File: src/rtl/operation_unit_scheduler.sv
// Round-robin issue scheduler for a shared fixed-latency AES pipe; tracks credits and
// carries {src, tag} tokens so results return aligned with the side-data delay line.
module operation_unit_scheduler #(
   parameter int unsigned AES_LATENCY = 29,
   parameter int unsigned NUM_REQ     = 4,
   parameter int unsigned OUT_CREDITS = 32,
   parameter int unsigned TAG_W       = 8
) (
   input  logic                             clk,
   input  logic                             rst,
   input  logic                             enable,
   input  logic [NUM_REQ-1:0]               req_valid,
   input  logic [NUM_REQ*TAG_W-1:0]         req_tag,
   output logic [NUM_REQ-1:0]               req_ready,
   output logic                             issue_valid,
   output logic [$clog2(NUM_REQ)-1:0]       issue_src,
   output logic                             ret_valid,
   output logic [$clog2(NUM_REQ)-1:0]       ret_src,
   output logic [TAG_W-1:0]                 ret_tag,
   input  logic                             credit_return,
   output logic [$clog2(AES_LATENCY+1)-1:0] in_flight,
   output logic                             busy,
   output logic                             err_credit
);

   localparam int unsigned SRC_W = $clog2(NUM_REQ);
   localparam int unsigned IF_W  = $clog2(AES_LATENCY + 1);
   localparam int unsigned CR_W  = $clog2(OUT_CREDITS + 1);

   typedef enum logic [1:0] {IDLE, RUN, DRAIN} state_t;

   state_t            state, state_nxt;
   logic [SRC_W-1:0]  rr_ptr;
   logic [SRC_W-1:0]  grant_idx;
   logic              grant_found;
   logic [TAG_W-1:0]  grant_tag;
   logic              issue;
   logic [CR_W-1:0]   credits;
   logic              cr_ok;
   logic [IF_W-1:0]   in_flight_nxt;

   logic              tok_v [AES_LATENCY];
   logic [SRC_W-1:0]  tok_s [AES_LATENCY];
   logic [TAG_W-1:0]  tok_t [AES_LATENCY];

   // First valid requester at or above rr_ptr, wrapping.
   always_comb begin
      int cand;
      grant_found = 1'b0;
      grant_idx   = '0;
      grant_tag   = '0;
      cand        = 0;
      for (int k = 0; k < int'(NUM_REQ); k++) begin
         cand = int'(rr_ptr) + k;
         if (cand >= int'(NUM_REQ)) cand = cand - int'(NUM_REQ);
         if (!grant_found && req_valid[SRC_W'(cand)]) begin
            grant_found = 1'b1;
            grant_idx   = SRC_W'(cand);
            grant_tag   = req_tag[cand*TAG_W +: TAG_W];
         end
      end
   end

   assign issue       = (state == RUN) && enable && (credits != '0) && grant_found;
   assign req_ready   = issue ? (NUM_REQ'(1) << grant_idx) : '0;
   assign issue_valid = |req_ready;
   assign issue_src   = issue ? grant_idx : '0;
   assign cr_ok       = credit_return && (credits != CR_W'(OUT_CREDITS));

   assign ret_valid = tok_v[AES_LATENCY-1];
   assign ret_src   = tok_s[AES_LATENCY-1];
   assign ret_tag   = tok_t[AES_LATENCY-1];

   // Next-state and in-flight bookkeeping.
   always_comb begin
      state_nxt     = state;
      in_flight_nxt = in_flight;
      case ({issue, ret_valid})
         2'b10:   in_flight_nxt = in_flight + IF_W'(1);
         2'b01:   in_flight_nxt = in_flight - IF_W'(1);
         default: in_flight_nxt = in_flight;
      endcase
      case (state)
         IDLE:    if (enable) state_nxt = RUN;
         RUN:     if (!enable) state_nxt = DRAIN;
         DRAIN: begin
            if (enable) state_nxt = RUN;
            else if (in_flight_nxt == '0) state_nxt = IDLE;
         end
         default: state_nxt = IDLE;
      endcase
   end

   always_ff @(posedge clk or posedge rst) begin
      if (rst) begin
         state      <= IDLE;
         rr_ptr     <= '0;
         credits    <= CR_W'(OUT_CREDITS);
         in_flight  <= '0;
         busy       <= 1'b0;
         err_credit <= 1'b0;
      end else begin
         state     <= state_nxt;
         in_flight <= in_flight_nxt;
         busy      <= (state_nxt != IDLE) || (in_flight_nxt != '0);
         if (issue)
            rr_ptr <= (grant_idx == SRC_W'(NUM_REQ - 1)) ? '0 : grant_idx + SRC_W'(1);
         if (issue && !cr_ok)
            credits <= credits - CR_W'(1);
         else if (!issue && cr_ok)
            credits <= credits + CR_W'(1);
         if (credit_return && !cr_ok)
            err_credit <= 1'b1;
      end
   end

   // Token delay line mirroring the AES pipe; reset drops every pending return.
   always_ff @(posedge clk or posedge rst) begin
      if (rst) begin
         for (int i = 0; i < int'(AES_LATENCY); i++) begin
            tok_v[i] <= 1'b0;
            tok_s[i] <= '0;
            tok_t[i] <= '0;
         end
      end else begin
         tok_v[0] <= issue;
         tok_s[0] <= issue_src;
         tok_t[0] <= issue ? grant_tag : '0;
         for (int i = 1; i < int'(AES_LATENCY); i++) begin
            tok_v[i] <= tok_v[i-1];
            tok_s[i] <= tok_s[i-1];
            tok_t[i] <= tok_t[i-1];
         end
      end
   end

endmodule

File: config.mk
export PLATFORM = sky130hd
export DESIGN_NAME = operation_unit_scheduler
export DESIGN_NICKNAME = d
export VERILOG_FILES = /design/src/rtl/operation_unit_scheduler.sv
export SDC_FILE = /design/constraint.sdc
export NUM_CORES = 1
export LEC_CHECK = 0
export CAP_MARGIN = 20
export CORE_MARGIN = 4
export CORE_UTILIZATION = 45
export DETAILED_ROUTE_END_ITERATION = 7
export PLACE_DENSITY = 0.66
export SYNTH_ARGS = -nofsm -noshare
export SYNTH_HDL_FRONTEND = slang
export SYNTH_SLANG_ARGS = --single-unit
File: constraint.sdc
create_clock -name clk -period 11.3 [get_ports clk]
set_clock_uncertainty 0.05 [all_clocks]
set_input_delay 2.26 -clock clk [delete_from_list [all_inputs] [get_ports clk]]
set_output_delay 2.26 -clock clk [all_outputs]
set_load 0.03 [all_outputs]
[Word-level counts from Yosys, hierarchy flattened]
Index checks and enable logic that the tools add are counted.
W data, S select, Z words.
Cells by class
  $add $sub $neg: 12
  $lt $le $gt $ge: 8
  equal/unequal tests: 6
  shifts and indexed selects: 5
  mux-type cells: 40
  reductions and logical operators: 23
Operators with widths (count)
  $shiftx A32 B33 Y8: 4
  $mux W29: 4
  $mux W8: 5
  $mux W2: 10
  $lt A2 B4 Y1 const B: 4
  $mux W1: 12
  $mux W6: 2
  $sub A3 B3 Y4 const B: 3
  $logic_and A1 B1 Y1: 10
  $pmux W5 S2: 1
  $ge A3 B3 Y1 const B: 3
  $bmux W1 S2: 4
  $add A2 B2 Y3 const B: 2
  $add A6 B1 Y6 const B: 1
  $eq A2 B2 Y1 const B: 3
  $ne A6 B6 Y1 const B: 1
  $pmux W2 S3: 1
  $reduce_bool A6 Y1: 1
  $sub A6 B1 Y6 const B: 1
  $add A5 B1 Y5 const B: 1
  $logic_not A1 Y1: 5
  $logic_not A5 Y1: 1
  $reduce_bool A5 Y1: 1
  $sub A5 B1 Y5 const B: 1
  other kinds (11): 13
Storage, ports and cells
  register bits: 336
  output and inout bits: 25
  word-level logic and storage cells: 187

[Logic depth before layout (Yosys ltp)]
  depth in word-level cells: 24
  mapped depth: 16
  mapped depth without buffers: 12

[Least setup slack after synthesis]
No wires, ideal clock.
  kind: in2out
  from: input req_valid[0]
  to: output req_ready[0]
  arrival: 3993 ps
  setup slack: 4997 ps
  cell stages on the path: 9
  path buffers: 2
  cells stage by stage: clkbuf_2 mux4_1 nand2b_1 buf_2 nand2b_2 xnor2_1 or2_1 ha_1 and2_1
On the way
  longest elaborated chain between the ends: 15
Ends and longest elaborated chain
  from (decl): line 12  | input logic [NUM_REQ-1:0] req_valid,
  $bmux W1 S2: line 56  | if (!grant_found && req_valid[SRC_W'(cand)]) begin
  $mux W1 (implied by the code) (2 in series): line 56
  $mux W1: line 56
  $logic_not A1 Y1: line 56
  $logic_and A1 B1 Y1: line 56
  $mux W1: line 56
  $logic_not A1 Y1: line 56
  $logic_and A1 B1 Y1: line 56
  $mux W1: line 56
  $logic_not A1 Y1: line 56
  $logic_and A1 B1 Y1: line 56
  $mux W2 or $mux W1 (tied branches): line 56
  $shl A1 B2 Y4 or $logic_and A1 B1 Y1 (tied branches): line 65, 64
  $mux W4 (*): line 65  | assign req_ready = issue ? (NUM_REQ'(1) << grant_idx) : '0;
  to (decl): line 14  | output logic [NUM_REQ-1:0] req_ready,
Every way passes the cells marked *; elsewhere a longest branch is shown, timed or not. The select of a mux whose other input is x is not followed.

[Final worst setup path]
  from: input req_valid[0]
  to: output req_ready[2]
Same word-level chain as after synthesis.

==> tab_implementation.tex <==
\begin{tabular}{lr}
\hline
Metric & Value \\
\hline
\multicolumn{2}{l}{\textbf{Synth}} \\
Post-Synth Adder-Cell Area & 2.52\% \\
Synthesized cell area & 10500 um2 \\
Top cells by count, synth & 335 x dfrtp\_1, 31 x a21oi\_1, 25 x mux2\_2, 25 x nor2\_1, 24 x nand2\_1 \\
Cell count after synthesis & 613 \\
Register bit count reported by yosys & 336 \\
Number of enable-type register cells in the synthesized netlist & 0 \\
Distinct cell type count of the synthesized netlist & 50 \\
Post-synth top flop & dfrtp\_1 \\
Fraction of synthesized area in multiplexers & 5.97\% \\
Main combinational cell family by area after synthesis & multiplexers \\
Dominant cell by count in the synthesized netlist & dfrtp\_1 \\
Synthesized-area fraction occupied by ao, oa, aoi and oai cells & 5.11\% \\
Dominant cells by area after synthesis & dfrtp\_1 80\%, mux2\_2 2.7\%, ha\_1 2.1\%, mux4\_2 1.9\%, a21oi\_1 1.5\% \\
Synthesized Nets & 673 \\
Synth top area share & 79.8\% \\
Post-synthesis async set-or-reset flop share & 100\% \\
Proportion of synthesized chip area in sequential cells & 80.0\% \\
Fraction of the mapped netlist area in simple logic gates & 3.44\% \\
Dominant cell type by area after synthesis & dfrtp\_1 \\
Area share of xor/xnor cells in the synthesized design & 0.834\% \\
Count of warnings emitted by yosys & 0 \\
Synthesized area divided by synthesized cell count & 17.1 um2 \\
\multicolumn{2}{l}{\textbf{Setup path}} \\
Setup slack, reg-to-reg & 7.35 ns \\
Peak per-stage delay on the critical path & 0.67 ns \\
Nature of the critical path endpoint & primary output \\
Biggest fanout along the worst timing path & 9 \\
Critical path's slowest cell & clkdlybuf4s50\_1 \\
Path type of the worst setup path & in -> out \\
Required time of the worst setup path & 8.99 ns \\
Buffers plus inverters on the worst setup path & 2 \\
Top Family by Delay on Critical Path & buffers and inverters \\
Crit path cell chain & clkdlybuf4s50\_1 > mux4\_1 > nand2b\_1 > nand2b\_2 > xnor2\_1 > or2\_1 > ha\_1 > and2\_1 > clkdlybuf4s50\_1 \\
Most used cell, CP & clkdlybuf4s50\_1 \\
Type of element launching the critical path & input pin \\
Critical Path AT & 5.22 ns \\
\multicolumn{2}{l}{\textbf{Clocking}} \\
Sink Count & 336 \\
Number of buffers added by the clock tree synthesis step & 31 \\
H-tree levels & 1 \\
Buffer type at the clock tree root & clkbuf\_16 \\
Resize count post-CTS & 0 \\
Number of buffers inserted by hold repair at cts & 0 \\
CTS clock-pin slew for the worst setup and hold paths & 0.06 ns \\
CTS tree & yes \\
Clock network latency to the later pin of the worst-skew pair & 0.55 ns \\
Maximum root-to-sink buffer count & 3 \\
Buffers inserted by post-CTS timing repair & 0 \\
\multicolumn{2}{l}{\textbf{Final layout}} \\
Layout cells sized above 1 & 13.5\% \\
Filler cell count in the final layout & 1732 \\
Nets & 749 \\
Syn-to-layout area delta & 18.9\% \\
Diode insertion count for antenna repair & 0 \\
\multicolumn{2}{l}{\textbf{Global routing}} \\
Global-route usage over all layers & 12.6\% \\
Leftover overflow at the end of global routing & 0 \\
Number of antenna violations at the first check in global routing & 0 \\
Pin count of the biggest net entering global routing & 192 \\
First-pass GRT wire length & 27100 um \\
Number of global-route vias before repair & 5200 \\
\multicolumn{2}{l}{\textbf{Timing}} \\
Final slew viol count & 0 \\
Final setup vio count & 0 \\
Slew at the pin closest to its max-slew limit & 1.01 ns \\
Sum of negative setup slack & 0 ns \\
Endpoints failing hold & 0 \\
RSZ-0062 raised after global routing & false \\
Period utilization & 66.7\% \\
Final worst path period need & 7.53 ns \\
Maximum clock rate & 0.133 GHz \\
Worst rel slew slack & 32.6\% \\
\multicolumn{2}{l}{\textbf{Die}} \\
Core Region & 22800 um2 \\
Core Rows & 55 \\
Top Ports & 65 \\
Chip Height & 161 um \\
Initial core utilization & 46.1\% \\
Die area & 25900 um2 \\
Die outline width & 161 um \\
\multicolumn{2}{l}{\textbf{Placed design}} \\
Final weighted congestion in routability-driven placement & 0.788 \\
Post-detailed-placement half-perimeter wirelength & 8620 um \\
Number of port buffers & 64 \\
\multicolumn{2}{l}{\textbf{Status}} \\
Outcome & complete, no violations \\
\multicolumn{2}{l}{\textbf{Run}} \\
Maximum Capacitance Violations & 0 \\
\multicolumn{2}{l}{\textbf{Routing}} \\
Routed wire length & 15600 um \\
Routed wire per std cell & 15.2 um \\
Ratio of routed vias to standard cells & 4.77 \\
Number of nets with antenna violations after routing & 0 \\
Initial DRC count & 270 \\
Count of unresolved DRC violations after routing & 0 \\
Via count of the routed design & 4897 \\
Number of iterations in the first detailed-routing pass & 4 \\
\multicolumn{2}{l}{\textbf{Power and ir drop}} \\
Total power density per cell area & 264 nW/um2 \\
Maximum ir drop on the vdd rail & 0.145 mV \\
Final total power & 3.30 mW \\
Reported leakage power & 6.14 nW \\
\multicolumn{2}{l}{\textbf{Worst hold path}} \\
Hold Path Class & reg -> reg \\
\hline
\end{tabular}
[state kept, by name, indices dropped and copies added, names as in the netlist]
signal	flops
busy	1
credits	6
err_credit	1
in_flight	5
ret_src	2
ret_tag	8
ret_valid	1
rr_ptr	2
state	2
tok_s	56
tok_t	224
tok_v	28
[final cells by class]
cell class | count | area, um2 | area share (%)
clock buffers | 48 | 920 | 7.36
clock inverters | 9 | 92.6 | 0.741
repair buffers | 70 | 738 | 5.91
inverters | 16 | 63.8 | 0.511
multi-input cells | 234 | 1880 | 15.0
well taps | 313 | 392 | 3.13
flip-flops and latches | 336 | 8410 | 67.3
[layer usage]
layer | routed length [um] | global-route usage [%] | vias to the layer above
met1 | 7170 | 18.2 | 2522
met2 | 7370 | 19.8 | 121
met3 | 739 | 2.62 | 28
met5 | 0 | 0 | -
met4 | 288 | 3.61 | 0
li1 | - | - | 2226
[kinds of logic after synthesis]
group,after synthesis
AOI/OAI and AO/OA,83
xor gates and xnor gates,10
adders and majority gates,20
buffers and inverters,43
DFF,336
muxes,45
and+or+nand+nor,76
[worst paths after layout]
kind	cells after the start	from	end
setup / recovery	9	req_valid[0]	req_ready[2]
hold / removal	0	tok_v[2]	tok_v[1]
setup reg to reg	11	rr_ptr[0]	rr_ptr[1]
hold reg to reg	0	tok_v[2]	tok_v[1]
max in group asynchronous	4	rst	rr_ptr[0]
min in group asynchronous	3	rst	tok_t[15]
[placed cells by master, fill, tap and decap left out, drive strengths merged, types with 2 or more instances in the layout]
cell / instances
nor4: 3
inv: 16
nor2b: 2
a22oi: 8
clkdlybuf4s50: 64
ha: 18
nand2: 24
clkbuf: 48
xnor2: 7
or4: 2
a311oi: 2
nor2: 25
fa: 2
buf: 6
a2111oi: 2
dfrtp: 335
o22ai: 10
nand2b: 3
o21ai: 10
and2: 5
xor2: 3
mux4: 11
nor3: 3
clkinv: 7
mux2i: 9
nor3b: 2
o31ai: 10
a21oi: 31
a211oi: 2
mux2: 25
a21o: 3
[report_power, final]
group | internal (mW) | total [mW] | switching (mW)
registers | 1.49 | 1.61 | 0.114
clock network | 0.584 | 1.01 | 0.423
logic | 0.301 | 0.682 | 0.381
total | 2.38 | 3.30 | 0.918
[per-stage QoR]
stage               hold WS, ns  std cells  setup WS [ns]  utilization, %  instance area (um2)
floorplan                 0.281        613           4.50               -                10500
global placement          0.282        967           3.88            50.2                11400
detailed placement        0.285        967           3.76            50.2                11400
CTS                       0.283       1024           3.63            54.6                12400
global route              0.286       1026           3.59            54.9                12500
finish                    0.287       1026           3.77            54.9                12500
(Power assumes the default switching activity.)
